===== src/rtl/imem_stream_loader_pkg.sv =====
// Shared constants and state encoding for the instruction-memory stream loader.
package imem_stream_loader_pkg;

  localparam int unsigned BytesPerWord = 4;
  localparam int unsigned CountWidth   = 16;

  typedef enum logic [2:0] {
    StCntLo,
    StCntHi,
    StWord,
    StSum,
    StDone,
    StErr
  } state_e;

endpackage


===== src/rtl/imem_stream_loader_if.sv =====
// Byte-stream input and instruction-memory write port of the loader.
interface imem_stream_loader_if #(
  parameter int unsigned ADDR_WIDTH = 6
);
  logic                  in_valid;
  logic [7:0]            in_data;
  logic                  in_ready;
  logic                  imem_we;
  logic [ADDR_WIDTH-1:0] imem_addr;
  logic [31:0]           imem_wdata;

  modport master (
    output in_valid, in_data,
    input  in_ready, imem_we, imem_addr, imem_wdata
  );

  modport slave (
    input  in_valid, in_data,
    output in_ready, imem_we, imem_addr, imem_wdata
  );
endinterface


===== src/rtl/imem_stream_loader_byte_word_packer.sv =====
// Assembles little-endian bytes into words; pulses word_done the cycle after the last byte.
module byte_word_packer
  import imem_stream_loader_pkg::*;
#(
  parameter int unsigned WORD_WIDTH = 32
) (
  input  logic                  clock,
  input  logic                  reset,
  input  logic                  clear,
  input  logic                  push,
  input  logic [7:0]            data,
  output logic                  last,
  output logic [WORD_WIDTH-1:0] word,
  output logic                  word_done
);

  localparam int unsigned IdxWidth = $clog2(BytesPerWord);
  localparam logic [IdxWidth-1:0] LastIdx = IdxWidth'(BytesPerWord - 1);

  logic [IdxWidth-1:0]   idx_q;
  logic [WORD_WIDTH-9:0] lanes_q;
  logic [WORD_WIDTH-1:0] word_q;
  logic                  done_q;

  assign last      = (idx_q == LastIdx);
  assign word      = word_q;
  assign word_done = done_q;

  always_ff @(posedge clock) begin
    if (reset || clear) begin
      idx_q   <= '0;
      lanes_q <= '0;
      word_q  <= '0;
      done_q  <= 1'b0;
    end else begin
      done_q <= 1'b0;
      if (push) begin
        if (last) begin
          word_q <= {data, lanes_q};
          idx_q  <= '0;
          done_q <= 1'b1;
        end else begin
          // Earlier bytes shift down so byte 0 ends up in the low lane.
          lanes_q <= {data, lanes_q[WORD_WIDTH-9:8]};
          idx_q   <= idx_q + IdxWidth'(1);
        end
      end
    end
  end

endmodule


===== src/rtl/imem_stream_loader.sv =====
// Loads a counted, XOR-checksummed byte stream into instruction memory; holds the core in reset.
module imem_stream_loader
  import imem_stream_loader_pkg::*;
#(
  parameter int unsigned ADDR_WIDTH = 6,
  parameter int unsigned WORD_WIDTH = 32
) (
  input  logic                 clock,
  input  logic                 reset,
  imem_stream_loader_if.slave  bus,
  input  logic                 reload,
  output logic                 cpu_reset,
  output logic                 done,
  output logic                 error
);

  localparam int unsigned Depth = 2 ** ADDR_WIDTH;
  localparam logic [CountWidth-1:0] DepthCount = CountWidth'(Depth);
  localparam logic [ADDR_WIDTH:0]   One        = (ADDR_WIDTH + 1)'(1);

  state_e                state_q, state_d;
  logic [7:0]            cnt_lo_q, cnt_lo_d;
  logic [7:0]            xsum_q, xsum_d;
  logic [ADDR_WIDTH:0]   total_q, total_d;
  logic [ADDR_WIDTH:0]   wcnt_q, wcnt_d;
  logic [CountWidth-1:0] count;
  logic                  fire;
  logic                  restart;
  logic                  pk_last;
  logic                  word_done;
  logic [WORD_WIDTH-1:0] word;

  assign fire    = bus.in_valid & bus.in_ready;
  assign restart = reload & ((state_q == StDone) | (state_q == StErr));
  assign count   = {bus.in_data, cnt_lo_q};

  byte_word_packer #(
    .WORD_WIDTH(WORD_WIDTH)
  ) u_packer (
    .clock    (clock),
    .reset    (reset),
    .clear    (restart),
    .push     (fire & (state_q == StWord)),
    .data     (bus.in_data),
    .last     (pk_last),
    .word     (word),
    .word_done(word_done)
  );

  always_comb begin
    state_d  = state_q;
    cnt_lo_d = cnt_lo_q;
    xsum_d   = xsum_q;
    total_d  = total_q;
    wcnt_d   = wcnt_q;
    if (word_done) begin
      wcnt_d = wcnt_q + One;
    end
    unique case (state_q)
      StCntLo: begin
        if (fire) begin
          cnt_lo_d = bus.in_data;
          xsum_d   = xsum_q ^ bus.in_data;
          state_d  = StCntHi;
        end
      end
      StCntHi: begin
        if (fire) begin
          xsum_d = xsum_q ^ bus.in_data;
          if (count == '0) begin
            state_d = StSum;
          end else if (count > DepthCount) begin
            state_d = StErr;
          end else begin
            total_d = count[ADDR_WIDTH:0];
            state_d = StWord;
          end
        end
      end
      StWord: begin
        if (fire) begin
          xsum_d = xsum_q ^ bus.in_data;
          // The previous word's counter increment has always landed by this byte.
          if (pk_last && (wcnt_q == total_q - One)) begin
            state_d = StSum;
          end
        end
      end
      StSum: begin
        if (fire) begin
          state_d = (bus.in_data == xsum_q) ? StDone : StErr;
        end
      end
      StDone, StErr: begin
        if (reload) begin
          state_d  = StCntLo;
          cnt_lo_d = '0;
          xsum_d   = '0;
          total_d  = '0;
          wcnt_d   = '0;
        end
      end
      default: state_d = StCntLo;
    endcase
  end

  always_ff @(posedge clock) begin
    if (reset) begin
      state_q  <= StCntLo;
      cnt_lo_q <= '0;
      xsum_q   <= '0;
      total_q  <= '0;
      wcnt_q   <= '0;
    end else begin
      state_q  <= state_d;
      cnt_lo_q <= cnt_lo_d;
      xsum_q   <= xsum_d;
      total_q  <= total_d;
      wcnt_q   <= wcnt_d;
    end
  end

  assign bus.in_ready   = (state_q == StCntLo) | (state_q == StCntHi) |
                          (state_q == StWord)  | (state_q == StSum);
  assign bus.imem_we    = word_done;
  assign bus.imem_addr  = wcnt_q[ADDR_WIDTH-1:0];
  assign bus.imem_wdata = word;
  assign done           = (state_q == StDone);
  assign error          = (state_q == StErr);
  assign cpu_reset      = (state_q != StDone);

endmodule


===== src/flat_wrapper.sv =====
// flat-port wrapper written by rule: the top's interface ports become plain ports
module imem_stream_loader_flat import imem_stream_loader_pkg::*;
#(
  parameter int unsigned ADDR_WIDTH = 6,
  parameter int unsigned WORD_WIDTH = 32
)
  (clock, reset, reload, cpu_reset, done, error, bus_in_valid, bus_in_data, bus_in_ready, bus_imem_we, bus_imem_addr, bus_imem_wdata);
  imem_stream_loader_if #(.ADDR_WIDTH(ADDR_WIDTH)) bus_i ();
  input  logic clock;
  input  logic reset;
  input  logic reload;
  output logic cpu_reset;
  output logic done;
  output logic error;
  input wire logic [$bits(bus_i.in_valid)-1:0] bus_in_valid;
  input wire logic [$bits(bus_i.in_data)-1:0] bus_in_data;
  output wire logic [$bits(bus_i.in_ready)-1:0] bus_in_ready;
  output wire logic [$bits(bus_i.imem_we)-1:0] bus_imem_we;
  output wire logic [$bits(bus_i.imem_addr)-1:0] bus_imem_addr;
  output wire logic [$bits(bus_i.imem_wdata)-1:0] bus_imem_wdata;
  assign bus_i.in_valid = bus_in_valid;
  assign bus_i.in_data = bus_in_data;
  assign bus_in_ready = bus_i.in_ready;
  assign bus_imem_we = bus_i.imem_we;
  assign bus_imem_addr = bus_i.imem_addr;
  assign bus_imem_wdata = bus_i.imem_wdata;
  imem_stream_loader #(.ADDR_WIDTH(ADDR_WIDTH), .WORD_WIDTH(WORD_WIDTH)) u_core (.clock(clock), .reset(reset), .bus(bus_i), .reload(reload), .cpu_reset(cpu_reset), .done(done), .error(error));
endmodule

===== config.mk =====
export PLATFORM = sky130hd
export DESIGN_NAME = imem_stream_loader_flat
export DESIGN_NICKNAME = d
export VERILOG_FILES = /design/src/rtl/imem_stream_loader_pkg.sv /design/src/rtl/imem_stream_loader_if.sv /design/src/rtl/imem_stream_loader_byte_word_packer.sv /design/src/rtl/imem_stream_loader.sv /design/src/flat_wrapper.sv
export SDC_FILE = /design/constraint.sdc
export NUM_CORES = 1
export LEC_CHECK = 0
export CAP_MARGIN = 20
export CORE_ASPECT_RATIO = 0.9
export CORE_UTILIZATION = 35
export CTS_BUF_LIST = sky130_fd_sc_hd__clkbuf_8
export DETAILED_ROUTE_END_ITERATION = 10
export RECOVER_POWER = 100
export SETUP_SLACK_MARGIN = 0.5
export SLEW_MARGIN = 20
export SYNTH_ARGS = -nofsm -noshare
export SYNTH_HDL_FRONTEND = slang
export SYNTH_SLANG_ARGS = --single-unit

===== constraint.sdc =====
create_clock -name clock -period 3.1 [get_ports clock]
set_input_delay 0.62 -clock clock [delete_from_list [all_inputs] [get_ports clock]]
set_output_delay 0.62 -clock clock [all_outputs]
set_load 0.05 [all_outputs]

==> results.yml, run 1 <==
synth:
  synth.area.top_cells: "dfxtp_1, nand2_1, a21oi_1, nor2_1, xnor2_1"
  synth_edf_count: 0
  synth_top_area_cell: "dfxtp_1"
  synth_nets: 509
  synth_top_area_share_pct: 47.2
  seq_area_frac_synth_pct: 47.2
  avgSynthCellArea_um2: 7.90
  synth_area_um2: 3900
  yosys_register_bits: 92
  yosysWarnings: 0
  async_flop_share_pct: 0
  synth.distinct_cells: 44
  ys.flop_type: "dfxtp_1"
  syn_inst: 494
power:
  p_leak_uw: 0.00171
  ir_worst_vdd_mv: 0.158
  p_per_area_nw_per_um2: 461
setup_path:
  slowest_stage: "dfxtp_1"
  cp_num_buf_inv: 3
  crit_path_end_kind: "primary output"
  criticalPathCategory: "reg2out"
  critPathTopFamily: "buffers and inverters"
  critPathMaxFanout: 18
  critPathMaxStageDelay_ns: 0.51
  arrival_ns: 1.94
  crit_chain: "inv_1 -> nor2_1 -> buf_4 -> and2_1 -> clkbuf_1"
  required_ns: 2.48
  start_kind: "flop"
final_layout:
  mostFrequentLayoutCells: "nand2_1, dfxtp_1, a21oi_1, dlygate4sd3_1, nor2_1"
  nets: 553
  final_common_cell: "nand2_1"
  final_cells: 695
  layout-drive-gt1-share_pct: 6.81
  n_fill_cell: 1138
  area_growth_pct: 21.6
  diodes: 0
global_route:
  antenna_found_initial: 0
  first_global_vias: 3223
  grtUsageTotal_pct: 17.2
  grt_max_degree: 67
  grt_pass1_wl_mm: 15.7
  gr-total-overflow: 0
place:
  numPortBuffers: 54
  dp_cells: 679
  dp_hpwl_mm: 6.39
  gp_congestion: 0.802
  place_ws_ns: 0.505
clocking:
  cts_tree: "done"
  clkSinkCount: 92
  root_buffer: "clkbuf_8"
  insertion_delay_ns: 0.36
  cts_buffer_depth: 2
  cts_setup_buffers: 0
  cts_buffers: 9
  htreeDepth: 3
  clkTransAtPathRegs_ns: 0.09
  holdBufCountCts: 0
die:
  die_area_um2: 11600
  initial_utilization_pct: 36.0
  ios: 55
  die_h_um: 102
  coreArea_um2: 10900
  num_rows: 36
  die_w_um: 113
route:
  drc: 0
  final_antenna_net_count: 0
  vias_per_cell: 4.92
  dr.pass1.iters: 5
  wire_per_inst_um: 13.4
  drt_iter0_markers: 196
  totalWireLength_mm: 9.34
  vias: 3419
sta:
  finalWorstPathRequiredPeriod_ns: 2.56
  min_period_over_period_pct: 82.5
  slew_headroom_pct: 10.2
  fmax_mhz: 391
  slew_violations: 0
  grt_setup_unrepaired: "false"
  setup_violations: 0
  timing.hold.ws_ns: 0.455
  fin_skew_ns: 0.00835
  tns_ns: 0
  tightest_slew_ns: 1.35
  hold_viol: 0
  layout_setup_ws_ns: 0.542
run:
  cap_violations: 0
worst_hold_path:
  min_path_type: "reg2reg"
status:
  outcome: "completed"
-- area by class of cell --
cell class                 count  area (µm²)  share of cell area, %
inverter                       7        26.3                  0.554
tap                          152         190                   4.01
clock buffer                  12         165                   3.48
multi-input combinational    362        1890                   39.8
sequential                    92        1840                   38.8
timing repair buffer          66         612                   12.9
clock inverter                 4        23.8                  0.501
-- worst reg2reg max path: cells and delay by family, from the launching register on --
kind / cells / cell delay, ns
flip-flops: 1 / 0.51
AO/OA/AOI/OAI: 1 / 0.14
AND/OR/NAND/NOR: 2 / 0.27
buffers and inverters: 3 / 1.31
-- report_power, final --
group          internal [µW]  switching, µW  total [µW]
Sequential              1200           23.1        1230
Combinational           77.1            116         193
Clock                    353            416         770
-- synthesized netlist by cell type (7+ instances only) --
cell type and count:
a21oi_1 76, a22oi_1 8, buf_2 7, clkbuf_1 19, dfxtp_1 92, inv_1 7, nand2_1 125, nand2b_1 13
nand3_1 7, nand4_1 10, nor2_1 39, o21ai_0 19, or3_1 7, xnor2_1 11
-- path summary, 6_finish.rpt --
| path | from | endpoint | slack [ns] | depth (start not counted) |
|---|---|---|---|---|
| setup reg to reg | u_core.state_q[2] | u_core.wcnt_q[4] | 0.70 | 6 |
| hold / removal | u_core.u_packer.word[11] | u_core.u_packer.word[11] | 0.45 | 2 |
| setup / recovery | u_core.state_q[2] | error | 0.54 | 5 |
| hold reg to reg | u_core.u_packer.word[11] | u_core.u_packer.word[11] | 0.45 | 2 |
-- repair_timing --
action | 4_1_cts | 5_1_grt
resized for setup | 2 | 4
endpoints found under the setup margin | 2 | 2
pin swaps | 0 | 0
hold endpoints to repair | 0 | 0
-- cell families after synthesis --
logic type	Yosys count	synth area share [%]
and+or+nand+nor	223	25.5
AOI/OAI and AO/OA	119	17.9
DFF	92	47.2
buffers and inverters	40	4.65
xor gates and xnor gates	15	3.37
adders and majority gates	3	0.962
muxes	2	0.513
-- flip-flops by register name (all words and copies together), names as in the netlist --
signal and count:
u_core.u_packer.word 32, u_core.u_packer.lanes_q 24, u_core.cnt_lo_q 8, u_core.xsum_q 8
u_core.total_q 7, u_core.wcnt_q 7, u_core.state_q 3, u_core.u_packer.idx_q 2
u_core.u_packer.word_done 1
-- layer usage --
metal	global-route usage, %	share of wire, %	routed length [µm]
met2	27.5	46	4260
met5	0	0	0
met1	22.8	50	4630
met3	4.21	3.1	289
met4	5.77	1.7	158
-- through the flow --
step | power (µW) | utilization, % | cell area, µm²
floorplan | 1380 | - | 3900
global placement | 1440 | 42.1 | 4570
detailed placement | 1450 | 42.1 | 4570
CTS | 2210 | 43.8 | 4760
global route | 2280 | 43.7 | 4750
finish | 2190 | 43.7 | 4750
Note: power is estimated with default switching activity, not from simulation.
==> inputs of run 2 (changes only) <==
clock period = 2.55 ns   (was 3.1 ns; I/O delays follow)
==> results.yml, run 2 (synthesis results as in run 1) <==
sta:
  hold_viol: 0
  slew_violations: 0
  tightest_slew_ns: 0.619
  slew_headroom_pct: 58.9
  grt_setup_unrepaired: "true"
  fin_skew_ns: 0.0120
  setup_violations: 0
  min_period_over_period_pct: 86.9
  layout_setup_ws_ns: 0.333
  finalWorstPathRequiredPeriod_ns: 2.22
  tns_ns: 0
  timing.hold.ws_ns: 0.456
  fmax_mhz: 451
clocking:
  cts_tree: "done"
  clkSinkCount: 92
  holdBufCountCts: 0
  cts_buffers: 9
  htreeDepth: 3
  root_buffer: "clkbuf_8"
  cts_buffer_depth: 2
  insertion_delay_ns: 0.36
  clkTransAtPathRegs_ns: 0.09
final_layout:
  final_cells: 706
  mostFrequentLayoutCells: "nand2_1, dfxtp_1, a21oi_1, nor2_1, clkbuf_1"
  area_growth_pct: 22.2
  largest_reg_flops: 32
  diodes: 0
  final_common_cell: "nand2_1"
  nets: 564
  postLayoutCellArea_um2: 4770
  layout-drive-gt1-share_pct: 11.0
die:
  coreArea_um2: 10900
  num_rows: 36
  ios: 55
  die_area_um2: 11600
  initial_utilization_pct: 36.0
  die_h_um: 102
  die_w_um: 113
global_route:
  grt_max_degree: 57
  gr-total-overflow: 0
  first_global_vias: 3243
  grt_pass1_wl_mm: 15.8
  antenna_found_initial: 0
  grtUsageTotal_pct: 17.1
route:
  drc: 0
  final_antenna_net_count: 0
  dr.pass1.iters: 4
  vias_per_cell: 4.92
  vias: 3477
  wire_per_inst_um: 13.7
  drt_iter0_markers: 216
  totalWireLength_mm: 9.71
worst_hold_path:
  min_path_type: "reg2reg"
setup_path:
  start_kind: "flop"
  arrival_ns: 2.46
  cp_num_buf_inv: 0
  criticalPathCategory: "reg2reg"
  crit_chain: "or4_4 -> o31a_1 -> o311ai_2 -> and3_1 -> o41ai_2"
  required_ns: 2.79
  critPathMaxStageDelay_ns: 0.55
  critPathTopFamily: "compound AO/OA/AOI/OAI gates"
  critPathMaxFanout: 8
  crit_path_end_kind: "flop"
  slowest_stage: "o311ai_2"
status:
  outcome: "completed"
run:
  cap_violations: 0
place:
  dp_hpwl_mm: 6.76
  dp_cells: 686
  numPortBuffers: 54
  post_dp_cell_area_um2: 4660
  place_ws_ns: 0.0510
  gp_congestion: 0.935
power:
  p_leak_uw: 0.00168
  ir_worst_vdd_mv: 0.408
  p_per_area_nw_per_um2: 597
[run 2: changes by cell type in the layout (fill, tap and decap cells not counted), moves of 3 or more]
cell,delta
dlygate4sd3_1,-34
clkbuf_1,+20
buf_4,+12
dlygate4sd2_1,+12
dfxtp_1,-5
dfxtp_2,+5
clkbuf_8,-3
inv_6,+3
[run 2: repair_timing]
action                                  4_1_cts  5_1_grt
gates resized for setup                      17       33
hold endpoints to repair                      0        0
pin swaps                                     1       14
cloned                                        0        0
endpoints found under the setup margin       23       38
buffers inserted                              1        3
[run 2: power breakdown]
group	leakage (µW)	switching [µW]	total (µW)	internal, µW
clock network	0.000116	532	1090	562
logic	0.000822	149	260	111
registers	0.000746	29.7	1490	1460
[run 2: final cells by class]
type | instances | area [µm²]
multi-input cells | 362 | 1900
repair buffers | 77 | 574
flip-flops and latches | 92 | 1850
clock inverters | 7 | 98.8
well taps | 152 | 190
inverters | 7 | 31.3
clock buffers | 9 | 124
fillers | 1136 | 6090
[run 2: path summary, 6_finish.rpt]
check | depth (start not counted) | start | end | slack, ns
max | 5 | u_core.cnt_lo_q[3] | u_core.state_q[0] | 0.33
min reg2reg | 2 | u_core.u_packer.word[26] | u_core.u_packer.word[26] | 0.46
min | 2 | u_core.u_packer.word[26] | u_core.u_packer.word[26] | 0.46
max reg2reg | 5 | u_core.cnt_lo_q[3] | u_core.state_q[0] | 0.33
[run 2: tightest hold or removal path, stage by stage (launching register included)]
cell and delay, ns:
dfxtp_1 0.32, nand2_1 0.05, a21oi_1 0.05
[run 2: routing by layer]
layer	track usage, %	up-vias	part of all wire, %	wire length (µm)
li1	-	1773	-	-
met1	23.2	1632	50	4820
met2	28.0	65	46	4460
met3	2.19	7	3.5	339
met4	6.38	0	0.92	89
met5	0	-	0	0
[run 2: per-stage QoR]
step                      power [µW]  util, %
after floorplan                 1690        -
after global placement          1770     43.0
after detailed placement        1780     43.0
after CTS                       2870     45.1
after global routing            2960     43.9
final                           2850     43.9
==> inputs of run 3 (changes only) <==
CAP_MARGIN = unset   (was 20)
CELL_PAD_IN_SITES_DETAIL_PLACEMENT = 1   (was unset)
CELL_PAD_IN_SITES_GLOBAL_PLACEMENT = 1   (was unset)
PLACE_DENSITY_LB_ADDON = 0.1   (was unset)
==> results.yml, run 3 (synthesis results as in run 1) <==
worst_hold_path:
  min_path_type: "reg2reg"
sta:
  finalWorstPathRequiredPeriod_ns: 2.19
  tightest_slew_ns: 0.634
  fin_skew_ns: 0.00789
  fmax_mhz: 458
  grt_setup_unrepaired: "true"
  tns_ns: 0
  min_period_over_period_pct: 85.7
  setup_violations: 0
  slew_headroom_pct: 57.9
  hold_viol: 0
  slew_violations: 0
place:
  numPortBuffers: 54
  dp_cells: 685
  gp_congestion: 0.795
  dp_hpwl_mm: 7.41
final_layout:
  final_cells: 704
  layout-drive-gt1-share_pct: 9.96
  nets: 562
  mostFrequentLayoutCells: "nand2_1, dfxtp_1, a21oi_1, nor2_1, dlygate4sd2_1"
  final_common_cell: "nand2_1"
  area_growth_pct: 22.9
  diodes: 0
  largest_reg_flops: 32
clocking:
  cts_buffer_depth: 2
  clkSinkCount: 92
  holdBufCountCts: 0
  root_buffer: "clkbuf_8"
  cts_buffers: 9
  cts_tree: "done"
  htreeDepth: 3
  clkTransAtPathRegs_ns: 0.09
  insertion_delay_ns: 0.37
setup_path:
  crit_chain: "dlygate4sd3_1 -> nor2b_1 -> nand2_1 -> nor2_1 -> buf_12 -> nand2_1 -> a21oi_1"
  crit_path_frequent_cell: "nand2_1"
  start_kind: "input pin"
  slowest_stage: "dlygate4sd3_1"
  cp_num_buf_inv: 2
  critPathTopFamily: "buffers and inverters"
  criticalPathCategory: "in2reg"
  arrival_ns: 2.48
  crit_path_end_kind: "flop"
  critPathMaxStageDelay_ns: 0.69
  critPathMaxFanout: 31
  required_ns: 2.85
route:
  final_antenna_net_count: 0
  vias: 3519
  totalWireLength_mm: 10.8
  drc: 0
  vias_per_cell: 5.00
  wire_per_inst_um: 15.3
  dr.pass1.iters: 4
  drt_iter0_markers: 134
power:
  p_leak_uw: 0.00174
  ir_worst_vdd_mv: 0.340
  p_per_area_nw_per_um2: 577
die:
  coreArea_um2: 10900
  die_w_um: 113
  initial_utilization_pct: 36.0
  num_rows: 36
  die_area_um2: 11600
  die_h_um: 102
  ios: 55
global_route:
  gr-total-overflow: 0
  grt_pass1_wl_mm: 17.4
  grtUsageTotal_pct: 19.5
  first_global_vias: 3393
  antenna_found_initial: 0
  grt_max_degree: 54
run:
  cap_violations: 0
status:
  outcome: "completed"
run 3: cell count changes in the layout (fill, tap and decap cells not counted), moves of 3 or more:
| cell | change |
|---|---|
| buf_4 | -4 |
| o21ai_1 | +3 |
| dfxtp_1 | +3 |
| dlygate4sd2_1 | +17 |
| dlygate4sd3_1 | -7 |
| clkbuf_1 | -9 |
| dfxtp_2 | -5 |
| o21ai_0 | -3 |
run 3: worst paths after layout:
check / startpoint / end / slack (ns) / cells after the start
max: bus_in_valid / u_core.u_packer.word[21] / 0.36 / 7
min: u_core.u_packer.lanes_q[2] / u_core.u_packer.word[2] / 0.46 / 2
max reg2reg: u_core.cnt_lo_q[0] / u_core.state_q[0] / 0.41 / 5
min reg2reg: u_core.u_packer.lanes_q[2] / u_core.u_packer.word[2] / 0.46 / 2
run 3: stage by stage:
| stage | setup slack [ns] | power [µW] | util, % | cell area, µm² | hold slack, ns |
|---|---|---|---|---|---|
| finish | 0.365 | 2770 | 44.2 | 4800 | 0.457 |
| global route | 0.257 | 2900 | 44.2 | 4800 | 0.477 |
| CTS | 0.500 | 2810 | 45.0 | 4880 | 0.460 |
| detailed placement | 0.0183 | 1790 | 43.1 | 4680 | 0.447 |
| global placement | 0.117 | 1780 | 43.1 | 4680 | 0.442 |
| floorplan | 0.582 | 1690 | - | 3930 | 0.432 |
run 3: power by group:
group          total (µW)  internal, µW  switching, µW
Clock                1010           460            550
Sequential           1490          1460           30.6
Combinational         266           110            156
Total                2770          2030            737
run 3: final cells by class:
class	instances	area, µm²
fillers	1349	6060
well taps	152	190
clock inverters	7	73.8
inverters	7	31.3
multi-input cells	362	1910
flip-flops and latches	92	1850
clock buffers	9	124
repair buffers	75	617
run 3: worst reg2reg max path: stages, from the launching register on:
cell      delay, ns
dfxtp_1        0.35
or4_1          0.59
o31a_1         0.34
o311ai_4       0.40
and3_2         0.28
o41ai_2        0.08
run 3: per-layer routing:
metal | track usage, % | vias up | part of all wire [%]
met5 | 0 | - | 0
met4 | 4.86 | 0 | 0.49
met3 | 5.63 | 4 | 3.6
met2 | 30.7 | 48 | 46
met1 | 26.5 | 1691 | 49
li1 | - | 1776 | -
run 3: timing repair:
item                                    CTS  global route
buffers inserted                          1             2
pin swaps                                 3             3
endpoints found under the setup margin   74            53
resized for setup                        38            22
